## config.mk

```make
export PLATFORM = sky130hd
export DESIGN_NAME = fanout_fifo_mc_flat
export DESIGN_NICKNAME = d
export VERILOG_FILES = /design/src/rtl/fanout_fifo_mc_if.sv /design/src/rtl/fanout_fifo_mc.sv /design/src/flat_wrapper.sv
export SDC_FILE = /design/constraint.sdc
export NUM_CORES = 1
export LEC_CHECK = 0
export BUFFER_PORTS_ARGS = -buffer_cell sky130_fd_sc_hd__buf_2
export CAP_MARGIN = 20
export CELL_PAD_IN_SITES_DETAIL_PLACEMENT = 1
export CELL_PAD_IN_SITES_GLOBAL_PLACEMENT = 1
export CORE_ASPECT_RATIO = 0.6
export CORE_MARGIN = 3
export CORE_UTILIZATION = 48
export CTS_CLUSTER_DIAMETER = 80
export DETAILED_ROUTE_END_ITERATION = 8
export HOLD_SLACK_MARGIN = 0.06
export PLACE_DENSITY = 0.84
export SLEW_MARGIN = 20
export SYNTH_ARGS = -nofsm -noshare
export SYNTH_HDL_FRONTEND = slang
export SYNTH_SLANG_ARGS = --single-unit
```

## constraint.sdc

```tcl
create_clock -name clock -period 4.9 [get_ports clock]
set_input_delay 0.98 -clock clock [delete_from_list [all_inputs] [get_ports clock]]
set_output_delay 0.98 -clock clock [all_outputs]
set_load 0.02 [all_outputs]
```

## src/rtl/fanout_fifo_mc_if.sv

```systemverilog
// Link bundle between the router input, the fan-out FIFO and its downstream channels.
// The slave view belongs to the fan-out block; the master view drives it.
interface fanout_fifo_mc_if #(
  parameter int WIDTH_DATA = 32,
  parameter int NUM_CH     = 4
);
  logic                  I_FTk_v;
  logic                  I_FTk_a;
  logic                  I_FTk_r;
  logic [WIDTH_DATA-1:0] I_FTk_d;
  logic                  O_BTk_n;
  logic [NUM_CH-1:0]     O_FTk_v;
  logic                  O_FTk_a;
  logic                  O_FTk_r;
  logic [WIDTH_DATA-1:0] O_FTk_d;
  logic [NUM_CH-1:0]     I_BTk_n;

  modport slave (
    input  I_FTk_v, I_FTk_a, I_FTk_r, I_FTk_d, I_BTk_n,
    output O_BTk_n, O_FTk_v, O_FTk_a, O_FTk_r, O_FTk_d
  );

  modport master (
    output I_FTk_v, I_FTk_a, I_FTk_r, I_FTk_d, I_BTk_n,
    input  O_BTk_n, O_FTk_v, O_FTk_a, O_FTk_r, O_FTk_d
  );
endinterface

```

## src/rtl/fanout_fifo_mc.sv

```systemverilog
// Multicast fan-out link element: buffers messages in a FIFO and broadcasts each one
// to the channel subset named in its header, discarding zero-mask messages.
module fanout_fifo_mc #(
  parameter int WIDTH_DATA   = 32,
  parameter int WIDTH_LENGTH = 8,
  parameter int NUM_CH       = 4,
  parameter int DEPTH_FIFO   = 12,
  parameter int THRESHOLD    = DEPTH_FIFO / 2
) (
  input  logic                               clock,
  input  logic                               reset,
  fanout_fifo_mc_if.slave                    link,
  output logic [NUM_CH-1:0]                  O_Grt,
  output logic                               O_Busy,
  output logic                               O_Ovf,
  output logic [$clog2(DEPTH_FIFO+1)-1:0]    O_Count
);

  localparam int PTR_W = (DEPTH_FIFO > 1) ? $clog2(DEPTH_FIFO) : 1;
  localparam int CNT_W = $clog2(DEPTH_FIFO + 1);
  localparam logic [CNT_W-1:0] DEPTH_C  = CNT_W'(DEPTH_FIFO);
  localparam logic [CNT_W-1:0] THRESH_C = CNT_W'(THRESHOLD);
  localparam logic [PTR_W-1:0] LAST_PTR = PTR_W'(DEPTH_FIFO - 1);

  typedef enum logic [1:0] {IDLE, SEND, DROP} state_e;

  // Each entry keeps the header flag alongside the word so the FSM can spot message starts.
  logic [WIDTH_DATA:0]     mem_q [DEPTH_FIFO];
  logic [PTR_W-1:0]        wrPtr_q, wrPtr_d;
  logic [PTR_W-1:0]        rdPtr_q, rdPtr_d;
  logic [CNT_W-1:0]        count_q, count_d;
  state_e                  state_q, state_d;
  logic [NUM_CH-1:0]       mask_q, mask_d;
  logic [WIDTH_LENGTH-1:0] len_q, len_d;
  logic [WIDTH_LENGTH-1:0] wordCnt_q, wordCnt_d;
  logic [NUM_CH-1:0]       grant_q, grant_d;
  logic                    nack_q;
  logic                    ovf_q;

  logic                    push;
  logic                    pop;
  logic                    empty;
  logic                    headA;
  logic [WIDTH_DATA-1:0]   headWord;
  logic [NUM_CH-1:0]       hdrMask;
  logic [WIDTH_LENGTH-1:0] hdrLen;
  logic                    sending;

  assign empty    = (count_q == '0);
  assign headA    = mem_q[rdPtr_q][WIDTH_DATA];
  assign headWord = mem_q[rdPtr_q][WIDTH_DATA-1:0];
  assign hdrMask  = headWord[NUM_CH-1:0];
  assign hdrLen   = headWord[NUM_CH+WIDTH_LENGTH-1:NUM_CH];
  assign sending  = (state_q == SEND);

  // Message sequencing; the word counter runs 0..L in SEND and 1..L in DROP.
  always_comb begin
    state_d   = state_q;
    mask_d    = mask_q;
    len_d     = len_q;
    wordCnt_d = wordCnt_q;
    grant_d   = '0;
    pop       = 1'b0;
    unique case (state_q)
      IDLE: begin
        if (!empty) begin
          if (headA && (hdrMask != '0)) begin
            state_d   = SEND;
            mask_d    = hdrMask;
            len_d     = hdrLen;
            wordCnt_d = '0;
            grant_d   = hdrMask;
          end else if (headA) begin
            pop       = 1'b1;
            len_d     = hdrLen;
            wordCnt_d = WIDTH_LENGTH'(1);
            if (hdrLen != '0) begin
              state_d = DROP;
            end
          end else begin
            pop = 1'b1;
          end
        end
      end
      SEND: begin
        if (!empty && ((link.I_BTk_n & mask_q) == '0)) begin
          pop = 1'b1;
          if (wordCnt_q == len_q) begin
            state_d = IDLE;
          end else begin
            wordCnt_d = wordCnt_q + 1'b1;
          end
        end
      end
      DROP: begin
        if (!empty) begin
          pop = 1'b1;
          if (wordCnt_q == len_q) begin
            state_d = IDLE;
          end else begin
            wordCnt_d = wordCnt_q + 1'b1;
          end
        end
      end
      default: state_d = IDLE;
    endcase
  end

  // A full FIFO still accepts a word when the head leaves in the same cycle.
  always_comb begin
    push    = link.I_FTk_v && ((count_q != DEPTH_C) || pop);
    wrPtr_d = wrPtr_q;
    rdPtr_d = rdPtr_q;
    count_d = count_q;
    if (push) begin
      wrPtr_d = (wrPtr_q == LAST_PTR) ? '0 : wrPtr_q + 1'b1;
    end
    if (pop) begin
      rdPtr_d = (rdPtr_q == LAST_PTR) ? '0 : rdPtr_q + 1'b1;
    end
    if (push && !pop) begin
      count_d = count_q + 1'b1;
    end else if (pop && !push) begin
      count_d = count_q - 1'b1;
    end
  end

  always_ff @(posedge clock or negedge reset) begin
    if (!reset) begin
      wrPtr_q   <= '0;
      rdPtr_q   <= '0;
      count_q   <= '0;
      state_q   <= IDLE;
      mask_q    <= '0;
      len_q     <= '0;
      wordCnt_q <= '0;
      grant_q   <= '0;
      nack_q    <= 1'b0;
      ovf_q     <= 1'b0;
    end else begin
      wrPtr_q   <= wrPtr_d;
      rdPtr_q   <= rdPtr_d;
      count_q   <= count_d;
      state_q   <= state_d;
      mask_q    <= mask_d;
      len_q     <= len_d;
      wordCnt_q <= wordCnt_d;
      grant_q   <= grant_d;
      nack_q    <= (count_d >= THRESH_C);
      ovf_q     <= ovf_q | (link.I_FTk_v & ~push);
    end
  end

  // Storage needs no reset: the read side is gated by the occupancy count.
  always_ff @(posedge clock) begin
    if (push) begin
      mem_q[wrPtr_q] <= {link.I_FTk_a, link.I_FTk_d};
    end
  end

  assign link.O_BTk_n = nack_q;
  assign link.O_FTk_v = sending ? (mask_q & {NUM_CH{!empty}}) : '0;
  assign link.O_FTk_a = sending && (wordCnt_q == '0);
  assign link.O_FTk_r = sending && (wordCnt_q == len_q);
  assign link.O_FTk_d = sending ? headWord : '0;

  assign O_Grt   = grant_q;
  assign O_Busy  = (state_q != IDLE);
  assign O_Ovf   = ovf_q;
  assign O_Count = count_q;

endmodule

```

## src/flat_wrapper.sv

```systemverilog
// flat-port wrapper written by rule: the top's interface ports become plain ports
module fanout_fifo_mc_flat 
#(
  parameter int WIDTH_DATA   = 32,
  parameter int WIDTH_LENGTH = 8,
  parameter int NUM_CH       = 4,
  parameter int DEPTH_FIFO   = 12,
  parameter int THRESHOLD    = DEPTH_FIFO / 2
)
  (clock, reset, O_Grt, O_Busy, O_Ovf, O_Count, link_I_FTk_v, link_I_FTk_a, link_I_FTk_r, link_I_FTk_d, link_I_BTk_n, link_O_BTk_n, link_O_FTk_v, link_O_FTk_a, link_O_FTk_r, link_O_FTk_d);
  fanout_fifo_mc_if #(.WIDTH_DATA(WIDTH_DATA), .NUM_CH(NUM_CH)) link_i ();
  input  logic clock;
  input  logic reset;
  output logic [NUM_CH-1:0] O_Grt;
  output logic O_Busy;
  output logic O_Ovf;
  output logic [$clog2(DEPTH_FIFO+1)-1:0] O_Count;
  input wire logic [$bits(link_i.I_FTk_v)-1:0] link_I_FTk_v;
  input wire logic [$bits(link_i.I_FTk_a)-1:0] link_I_FTk_a;
  input wire logic [$bits(link_i.I_FTk_r)-1:0] link_I_FTk_r;
  input wire logic [$bits(link_i.I_FTk_d)-1:0] link_I_FTk_d;
  input wire logic [$bits(link_i.I_BTk_n)-1:0] link_I_BTk_n;
  output wire logic [$bits(link_i.O_BTk_n)-1:0] link_O_BTk_n;
  output wire logic [$bits(link_i.O_FTk_v)-1:0] link_O_FTk_v;
  output wire logic [$bits(link_i.O_FTk_a)-1:0] link_O_FTk_a;
  output wire logic [$bits(link_i.O_FTk_r)-1:0] link_O_FTk_r;
  output wire logic [$bits(link_i.O_FTk_d)-1:0] link_O_FTk_d;
  assign link_i.I_FTk_v = link_I_FTk_v;
  assign link_i.I_FTk_a = link_I_FTk_a;
  assign link_i.I_FTk_r = link_I_FTk_r;
  assign link_i.I_FTk_d = link_I_FTk_d;
  assign link_i.I_BTk_n = link_I_BTk_n;
  assign link_O_BTk_n = link_i.O_BTk_n;
  assign link_O_FTk_v = link_i.O_FTk_v;
  assign link_O_FTk_a = link_i.O_FTk_a;
  assign link_O_FTk_r = link_i.O_FTk_r;
  assign link_O_FTk_d = link_i.O_FTk_d;
  fanout_fifo_mc #(.WIDTH_DATA(WIDTH_DATA), .WIDTH_LENGTH(WIDTH_LENGTH), .NUM_CH(NUM_CH), .DEPTH_FIFO(DEPTH_FIFO), .THRESHOLD(THRESHOLD)) u_core (.clock(clock), .reset(reset), .link(link_i), .O_Grt(O_Grt), .O_Busy(O_Busy), .O_Ovf(O_Ovf), .O_Count(O_Count));
endmodule
```

==> After elaboration in Yosys (flattened, before gate mapping) <==
Memories as Yosys holds them, arrays and structs flattened.
Index checks and enable logic that the tools add are counted.
{ "word_totals": {"out_inout_bits": 49, "ram_bits": 396, "mem_bits_ro": 0, "mem_count": 1, "input_bits": 41, "regBits": 40, "latchBits": 0} }
{ "classes": {"reduce_logical": 24, "eq_ne": 11, "n_shift": 0, "mux": 33, "n_bitwise": 6, "n_mul": 0, "n_addsub": 5, "div": 0, "order_cmp": 1} }
{ "mem_list": {"columns": ["memory", "depth", "width", "rd", "rd_clocked_by_memory_dff", "wr", "line", "text"], "rows": [
  ["u_core.mem_q", 12, 33, 1, 0, 1, "fanout_fifo_mc.sv:28", "logic [WIDTH_DATA:0] mem_q [DEPTH_FIFO];"]
]} }
{ "op_table": {"columns": ["op", "count"], "rows": [
  ["$mux 8", 8],
  ["$mux 32", 1],
  ["$mux 4", 8],
  ["$pmux 8 s3", 1],
  ["$mux 2", 7],
  ["$add 4x1->4 const B", 3],
  ["$reduce_and 5->1", 2],
  ["$add 8x1->8 const B", 1],
  ["$and 4x4->4", 2],
  ["$eq 4x4->1 const B", 2],
  ["$eq 8x8->1", 1],
  ["$logic_not 4->1", 2],
  ["$logic_not 8->1", 1],
  ["$reduce_bool 8->1", 1],
  ["$logic_and 1x1->1", 7],
  ["$mux 1", 6],
  ["$ne 2x2->1 const B", 3],
  ["$ne 3x1->1 const B", 2],
  ["$pmux 2 s3", 1],
  ["$reduce_and 3->1", 2],
  ["$ge 4x3->1 const B", 1],
  ["$ne 4x4->1 const B", 1],
  ["$reduce_bool 2->1", 2],
  ["$reduce_bool 4->1", 1],
  ["other kinds (11)", 14]
]} }

==> Logic depth before layout (Yosys ltp) <==
Gate-level depths: netlist (run 1).
An unclocked memory read counts as a cell.
{ "logic_depth": {"word_depth": 13, "mapped_depth": 12, "mapped_depth_nobuf": 10} }

==> Worst setup path after synthesis (run 1) <==
No wires, ideal clock.
{ "synth_path": {"kind": "flip-flop to flip-flop", "startpoint": "reg u_core.rdPtr_q[0]", "endpoint": "mem u_core.mem_q[3][0] (netlist name), enable pin", "setup_ns": 0.464, "t_required_ns": 4.436, "synth_period_minus_slack_ns": 4.958, "setup_slack_ns": -0.058, "arrival_time_ns": 4.493, "stages_incl_launch_ff": 11, "path_cell_list": "dfrtp_1 > buf_6 > buf_6 > mux2_2 > o221ai_1 > a2bb2oi_1 > and4_4 > a31oi_4 > a21oi_2 > nand2_1 > nor3_1"} }
{ "synth_between": {"elab_chain_len": 10} }
{ "synth_rtl": {"columns": ["element", "line", "text"], "rows": [
  ["start, declared", "fanout_fifo_mc.sv:30", "logic [PTR_W-1:0] rdPtr_q, rdPtr_d;"],
  ["start signal, assigned", "fanout_fifo_mc.sv:142", "rdPtr_q <= rdPtr_d;"],
  ["$mem_v2 12x33 *", null, null],
  ["$reduce_bool 4->1", "fanout_fifo_mc.sv:67", "if (headA && (hdrMask != '0)) begin"],
  ["$logic_and 1x1->1 *", "fanout_fifo_mc.sv:67", null],
  ["$mux 1 *", "fanout_fifo_mc.sv:67", null],
  ["$mux 1 *", "fanout_fifo_mc.sv:66", "if (!empty) begin"],
  ["$pmux 1 s3 *", "fanout_fifo_mc.sv:64", "unique case (state_q)"],
  ["$logic_or 1x1->1 *", "fanout_fifo_mc.sv:111", "push = link.I_FTk_v && ((count_q != DEPTH_C) || pop);"],
  ["$logic_and 1x1->1 *", "fanout_fifo_mc.sv:111", null],
  ["$mux 1 *", "fanout_fifo_mc.sv:156", "if (push) begin"],
  ["$mux 1 (implied by the code) *", "fanout_fifo_mc.sv:157", "mem_q[wrPtr_q] <= {link.I_FTk_a, link.I_FTk_d};"],
  ["end, declared", "fanout_fifo_mc.sv:28", null]
]} }
Mark *: on every way between the ends. The rest lies on a longest branch, timed or not.

==> Final worst setup path (run 1) <==
{ "layout_path": {"startpoint": "reg u_core.rdPtr_q[1]", "endpoint": "out link_O_FTk_d[7]"} }
{ "layout_between": {"elab_chain_len": 2} }
{ "layout_rtl": {"columns": ["element", "line", "text"], "rows": [
  ["$mem_v2 12x33", null, null],
  ["$mux 32", "fanout_fifo_mc.sv:165", "assign link.O_FTk_d = sending ? headWord : '0;"],
  ["end, declared", "flat_wrapper.sv:27", "output wire logic [$bits(link_i.O_FTk_d)-1:0] link_O_FTk_d;"]
]} }
No other way between the ends.

==> impl_summary.txt, run 1 <==
----------------------------------------------------
[Status]
  Run status ... finished, final reports clean

[Clocking]
  CTS HTree Levels ... 2
  CTS tree ... yes
  Sinks on Clock Net ... 436
  Worst-skew pair later-pin latency ... 550 ps
  Clock transition at the registers of the reported paths ... 70 ps
  Cell chosen for the clock root ... sky130_fd_sc_hd__clkbuf_16
  Max Buffers Root-to-Sink ... 3
  Hold buffer count at cts ... 0
  Clock buffer count from CTS ... 40

[Routing]
  DR vias ... 9412
  Drt first pass iters ... 6
  Routed length per instance ... 29.1 µm
  Via-to-Cell Ratio ... 6.16
  Residual DRC ... 0
  Violation count after the first detailed-routing iteration ... 982
  Total length of routed wires ... 44500 µm
  ANT nets after route ... 0

[STA]
  Sum Neg Setup Slack ... 0 ps
  Max Slew Vio Count ... 0
  Setup repair after global routing missed its margin ... no
  Final Cycle Share ... 92.9%
  Setup clock skew after layout ... 31.6 ps
  Final hold violation count ... 0
  PnR worst setup slack ... 347 ps
  Worst slew margin relative to its limit ... 38.9%
  Number of failing setup endpoints in the final timing report ... 0
  Transition time of the tightest slew-check pin ... 916 ps
  Max Clock Freq ... 0.220 GHz
  Minimum period implied by the final worst setup slack ... 4550 ps

[Power and ir drop]
  Final Power ... 12.0 mW
  Total power density per cell area ... 605 mW/mm²
  Comb pwr share ... 32.6%
  Sw Ratio ... 33.9%
  Net switching power ... 4.06 mW
  Cell leakage power ... 6.87 nW
  Portion of total power attributed to the clock network ... 26.2%
  Maximum ir drop on the vdd rail ... 0.369 mV
  Internal ... 7.93 mW
  Portion of total power attributed to sequential cells ... 41.2%

[Floorplan]
  Die Outline Area ... 0.0385 mm²
  Core Box Area ... 0.0353 mm²
  Standard-cell rows ... 53
  Top Ports ... 90
  Starting Density ... 49.1%
  Floorplan die width ... 251 µm
  Die Y-Extent ... 153 µm

[Synthesis]
  EDFF count, synth ... 396
  Post-synthesis register bit count ... 436
  Commonest register cell after synthesis ... sky130_fd_sc_hd__edfxtp_1
  Number of warning messages in the yosys log ... 0
  Fraction of registers with async set or reset after synthesis ... 9.17%
  Post-synth cell types ... 56
  Mapped Area ... 0.0173 mm²
  Syn nets ... 973
  Cells after Synth ... 919
  Sequential fraction of the synthesis area ... 74.4%
  Average size of a mapped cell ... 18.9 µm²

[Critical path]
  Worst-path cell chain ... buf_4 > mux4_2 > nand2_1 > a21oi_1 > a21oi_1 > nor2_1 > buf_2
  Buf+Inv Stages, Crit Path ... 2
  Most prevalent standard cell on the critical path ... sky130_fd_sc_hd__a21oi_1
  Peak per-stage delay on the critical path ... 830 ps
  Critical Path Slowest Stage Cell ... sky130_fd_sc_hd__dfrtp_4
  Required time of the critical path ... 3920 ps
  Category of cells accounting for the largest share of critical-path delay ... buffers and inverters
  Arrival time of data at the critical path endpoint ... 3570 ps
  Launching element type of the critical path ... flop
  CP Max Fanout ... 59
  CP Capture Type ... output port
  Type of the setup path with the least slack ... flop to output port

[Global route]
  Aggregate global routing overflow ... 0
  Global-route total usage across every layer ... 23.2%
  Global-route wire length before repair ... 66200 µm
  Number of antenna violations at the first check in global routing ... 4
  Via count of the first global-routing pass ... 10100
  Maximum number of pins on one net before global-route repair ... 60

[Finish]
  Number of filler cells placed in the layout ... 3169
  Register Area ... 0.0129 mm²
  Net count reported at finish ... 1083
  Most used cells in the layout excluding fill and tap cells ... sky130_fd_sc_hd__edfxtp_1, sky130_fd_sc_hd__mux4_2, sky130_fd_sc_hd__buf_2
  Fraction of final layout cells with drive strength greater than 1 ... 27.7%
  Area added between synthesis and finish ... 14.3%
  Area taken by multi-input logic gates ... 0.00418 mm²
  Most common library cell in the layout ignoring fill and taps ... sky130_fd_sc_hd__edfxtp_1

[Place]
  Placer congestion estimate ... 0.810
  Estimated wirelength of the detail-placed design ... 25400 µm
  Port bufs ... 88
  Pre-CTS setup slack ... 641 ps

[Job]
  Max Cap Violations ... 0

[Worst hold path]
  HP Class ... flop to flop

----------------------------------------------------
## power groups by stage
stage	clock (mW)	combinational (mW)	sequential [mW]
floorplan	0	2.72	4.82
global placement	0	3.57	4.98
detailed placement	0	3.76	5.03
CTS	3.19	3.84	4.97
global route	3.35	4.18	4.98
finish	3.14	3.91	4.95
## state kept, by name, summed over array words and instances (netlist names)
name / count
u_core.wrPtr_q: 4
u_core.mask_q: 4
u_core.wordCnt_q: 8
u_core.O_Ovf: 1
u_core.mem_q: 396
u_core.O_Count: 4
u_core.len_q: 8
u_core.state_q: 2
u_core.link.O_BTk_n: 1
u_core.rdPtr_q: 4
u_core.O_Grt: 4
## per-layer routing
layer | global-route usage [%] | up-vias | part of all wire [%]
met2 | 37.7 | 384 | 49
li1 | - | 3920 | -
met5 | 0 | - | 0.052
met1 | 32.9 | 5024 | 42
met3 | 4.12 | 80 | 6.6
met4 | 6.37 | 4 | 2.5
## cell type report
type | instances | area share, %
Inverter | 14 | 0.265
Clock buffer | 48 | 5.31
Sequential cell | 436 | 65.1
Tap cell | 467 | 2.95
Clock inverter | 24 | 1.24
Multi-Input combinational cell | 421 | 21.1
Timing Repair Buffer | 116 | 4.04
Antenna cell | 2 | 0.0253
## per-stage QoR
step	hold slack, ps	util (%)	std cells	area [µm²]
5_1_grt	514	56.2	1528	19800
3_3_place_gp	451	52.4	1453	18500
4_1_cts	468	56.1	1525	19800
2_1_floorplan	464	-	919	17300
6_report	464	56.2	1528	19800
3_5_place_dp	451	52.4	1453	18500
## Yosys cell counts, types with 3 or more instances
cell type                   number  area, µm²
sky130_fd_sc_hd__a21o_1          7       52.6
sky130_fd_sc_hd__a21oi_1        24        120
sky130_fd_sc_hd__a22o_1          3       26.3
sky130_fd_sc_hd__a22oi_1         3       22.5
sky130_fd_sc_hd__a2bb2oi_1       5       43.8
sky130_fd_sc_hd__a311oi_1       21        184
sky130_fd_sc_hd__and2_1          4       25.0
sky130_fd_sc_hd__and3_1         15       93.8
sky130_fd_sc_hd__buf_1           4       15.0
sky130_fd_sc_hd__buf_2          14       70.1
sky130_fd_sc_hd__buf_6           4       45.0
sky130_fd_sc_hd__clkbuf_1       24       90.1
sky130_fd_sc_hd__dfrtp_1        40       1000
sky130_fd_sc_hd__edfxtp_1      396      11900
sky130_fd_sc_hd__ha_1           13        163
sky130_fd_sc_hd__inv_1          14       52.6
sky130_fd_sc_hd__mux2_2         10        113
sky130_fd_sc_hd__mux2i_1         3       30.0
sky130_fd_sc_hd__mux4_1          7        184
sky130_fd_sc_hd__mux4_2         88       1980
sky130_fd_sc_hd__nand2_1        79        297
sky130_fd_sc_hd__nand3_1         8       40.0
sky130_fd_sc_hd__nand4_1         4       25.0
sky130_fd_sc_hd__nor2_1         55        206
sky130_fd_sc_hd__nor3_1          4       20.0
sky130_fd_sc_hd__nor4_1          3       18.8
sky130_fd_sc_hd__o21ai_0        18       90.1
sky130_fd_sc_hd__o221ai_1        4       35.0
sky130_fd_sc_hd__xor2_1         13        114
## path summary, 6_finish.rpt
path                              startpoint                   to  slack, ps  cells past startpoint
max                        u_core.rdPtr_q[1]      link_O_FTk_d[7]        350                      7
min                             u_core.O_Ovf         u_core.O_Ovf        460                      1
max reg2reg                u_core.rdPtr_q[1]  u_core.mem_q[5][11]        740                      8
min reg2reg                     u_core.O_Ovf         u_core.O_Ovf        460                      1
max in group asynchronous              reset    u_core.rdPtr_q[1]       3970                      2
min in group asynchronous              reset    u_core.O_Count[1]        480                      2
## logic make-up after synthesis
logic type               synth area share (%)
multiplexers                             13.4
buffers and inverters                    1.69
XOR/XNOR                                0.758
AND/OR/NAND/NOR                          4.73
adder cells (fa/ha/maj)                 0.938
flip-flops                               74.4
AO/OA/AOI/OAI                            4.14
## timing repair
action                                  in CTS  in global routing
buffers inserted                             0                  1
endpoints found under the setup margin       0                  4
resized for setup                            0                  0
endpoints found under the hold margin        0                  0
No activity file was read; power rests on OpenSTA's default activity.
==> run 2, diff against run 1 <==
- clock period: 4.9 -> 3.8 ns (I/O delays scaled with it)
==> impl_summary.txt, run 2 (synthesized netlist as in run 1, its figures left out) <==
----------------------------------------------------
[Routing]
  Violation count after the first detailed-routing iteration ... 1063 (+8.2%)
  Residual DRC ... 0 (unchanged)
  Routed length per instance ... 28.5 µm (-2.2%)
  DR vias ... 9458 (+0.49%)
  Via-to-Cell Ratio ... 6.10 (-0.94%)
  ANT nets after route ... 0 (unchanged)
  Drt first pass iters ... 5 (-1)
  Total length of routed wires ... 44100 µm (-0.80%)

[Critical path]
  Arrival time of data at the critical path endpoint ... 2920 ps (-650 ps)
  Reg-to-reg startpoint ... u_core.rdPtr_q[1]
  CP Max Fanout ... 53 (-10%)
  Category of cells accounting for the largest share of critical-path delay ... flip-flops
  Peak per-stage delay on the critical path ... 750 ps (-80 ps)
  Worst-path cell chain ... buf_12 > mux4_2 > nand2_1 > a21oi_1 > a21oi_1 > nor2_1 > buf_2
  R2r setup slk ... 210 ps (-530 ps)
  Type of the setup path with the least slack ... flop to output port
  CP Capture Type ... output port
  Buf+Inv Stages, Crit Path ... 2 (unchanged)
  Required time of the critical path ... 3040 ps (-880 ps)
  Endpoint of the most critical register-to-register path ... u_core.mem_q[1][13]
  Launching element type of the critical path ... flop
  Critical Path Slowest Stage Cell ... sky130_fd_sc_hd__dfrtp_4
  Startpoint of the most critical setup path ... u_core.rdPtr_q[1]
  Most prevalent standard cell on the critical path ... sky130_fd_sc_hd__a21oi_1
  Cells on worst reg2reg path ... 9 (+1)

[Global route]
  Global-route wire length before repair ... 66600 µm (+0.73%)
  Number of antenna violations at the first check in global routing ... 2 (-2)
  Global-route total usage across every layer ... 23.3% (+0.13 points)
  Maximum number of pins on one net before global-route repair ... 54 (-10%)
  Via count of the first global-routing pass ... 10400 (+2.1%)
  Aggregate global routing overflow ... 0 (unchanged)

[Power and ir drop]
  Maximum ir drop on the vdd rail ... 0.294 mV (-20%)
  Total power density per cell area ... 781 mW/mm² (+29%)
  Cell leakage power ... 6.98 nW (+1.6%)

[Clocking]
  CTS HTree Levels ... 2 (unchanged)
  CTS tree ... yes
  Clock transition at the registers of the reported paths ... 70 ps (about the same)
  Sinks on Clock Net ... 436 (unchanged)
  Clock buffer count from CTS ... 41 (+2.5%)
  Cell chosen for the clock root ... sky130_fd_sc_hd__clkbuf_16
  Max Buffers Root-to-Sink ... 3 (unchanged)
  Worst-skew pair later-pin latency ... 540 ps (about the same)

[Finish]
  Area taken by multi-input logic gates ... 0.00418 mm² (about the same)
  Register bank with the most flops ... u_core.mem_q
  Top Registers ... u_core.mem_q x396, u_core.len_q x8, u_core.wordCnt_q x8
  Area added between synthesis and finish ... 15.4%
  Most common library cell in the layout ignoring fill and taps ... sky130_fd_sc_hd__edfxtp_1
  Most used cells in the layout excluding fill and tap cells ... sky130_fd_sc_hd__edfxtp_1, sky130_fd_sc_hd__mux4_2, sky130_fd_sc_hd__buf_2
  Fraction of final layout cells with drive strength greater than 1 ... 28.6% (+0.92 points)
  Max reg flops ... 396 (unchanged)
  Register Area ... 0.0129 mm² (about the same)
  Net count reported at finish ... 1108 (+2.3%)
  Number of filler cells placed in the layout ... 3161 (-0.25%)
  Post-route non-filler standard cell count ... 1550 (+1.4%)

[Worst hold path]
  HP Class ... primary input to asynchronous set/reset pin

[STA]
  Transition time of the tightest slew-check pin ... 913 ps (-3.48 ps)
  Setup clock skew after layout ... 18.5 ps (-13.1 ps)
  Final hold violation count ... 0 (unchanged)
  Max Slew Vio Count ... 0 (unchanged)
  Minimum period implied by the final worst setup slack ... 3680 ps
  Max Clock Freq ... 0.272 GHz
  Sum Neg Setup Slack ... 0 ps (unchanged)
  Number of failing setup endpoints in the final timing report ... 0 (unchanged)
  Worst slew margin relative to its limit ... 39.2% (+0.23 points)
  Setup repair after global routing missed its margin ... no
  Final Cycle Share ... 96.7%
  PnR worst setup slack ... 124 ps (-223 ps)

[Floorplan]
  Top Ports ... 90 (unchanged)
  Die Y-Extent ... 153 µm (unchanged)
  Core Box Area ... 0.0353 mm² (unchanged)
  Floorplan die width ... 251 µm (unchanged)
  Starting Density ... 49.1% (unchanged)
  Standard-cell rows ... 53 (unchanged)
  Die Outline Area ... 0.0385 mm² (unchanged)

[Job]
  Max Cap Violations ... 0 (unchanged)

[Place]
  Estimated wirelength of the detail-placed design ... 26500 µm (+4.4%)
  Placer congestion estimate ... 0.789 (-2.5%)
  Pre-CTS setup slack ... 68.4 ps (-573 ps)
  Placed cells ... 1470 (+1.2%)
  Port bufs ... 88 (unchanged)

[Status]
  Run status ... finished, final reports clean

----------------------------------------------------
==> run 2: changes by cell type in the layout (fill, tap and decap cells not counted), moves of 2 or more <==
cell                       previous run  this run
sky130_fd_sc_hd__buf_4               16        37
sky130_fd_sc_hd__clkbuf_1             7        13
sky130_fd_sc_hd__clkinv_2             7         1
sky130_fd_sc_hd__buf_16               0         2
sky130_fd_sc_hd__clkinv_1             9        11
sky130_fd_sc_hd__inv_6                3         1
==> run 2: how the worst max path moves through the flow <==
stage,to,slack (ps),cells after the start
2_1_floorplan,u_core.mem_q[0][0],260,10
3_3_place_gp,u_core.mem_q[2][25],280,9
3_5_place_dp,u_core.mem_q[1][14],70,9
4_1_cts,link_O_FTk_d[7],90,7
5_1_grt,link_O_FTk_d[7],9,7
6_report,link_O_FTk_d[7],120,7
==> run 2: area by class of cell <==
class | instances | area share [%]
flip-flops and latches | 436 | 64.5
multi-input cells | 421 | 20.9
clock buffers | 54 | 5.37
repair buffers | 140 | 5.20
well taps | 467 | 2.92
clock inverters | 16 | 0.857
inverters | 14 | 0.263
diodes | 2 | 0.0250
==> run 2: timing repair <==
item	in CTS	in global routing
setup endpoints to repair	8	31
gates resized for setup	2	0
cloned	1	0
buffers inserted	1	6
hold buffers	0	0
==> run 2: worst register-to-register path, delay by kind of cell (launching register included) <==
kind	cells	cell delay (ps)
buffers and inverters	1	310
AND/OR/NAND/NOR	4	1130
flip-flops	1	680
AO/OA/AOI/OAI	4	1120
==> run 2: report_power, final <==
group | switching, mW | total [mW] | internal (mW)
logic | 3.10 | 5.32 | 2.22
clock network | 1.70 | 3.95 | 2.25
registers | 0.444 | 6.35 | 5.90
==> run 2: metrics by stage <==
step / total power [mW] / hold WS (ps) / util [%] / area [µm²]
2_1_floorplan: 9.73 / 464 / - / 17300
4_1_cts: 15.6 / 364 / 56.5 / 19900
6_report: 15.6 / 337 / 56.7 / 20000
5_1_grt: 16.3 / 416 / 56.7 / 20000
3_5_place_dp: 11.5 / 474 / 52.8 / 18600
3_3_place_gp: 11.2 / 469 / 52.8 / 18600
==> run 2: metal layers <==
| layer | part of all wire [%] | track usage, % |
|---|---|---|
| met3 | 5.6 | 3.16 |
| met4 | 2.0 | 5.99 |
| met1 | 43 | 33.6 |
| met2 | 49 | 38.3 |
| met5 | 0 | 0 |
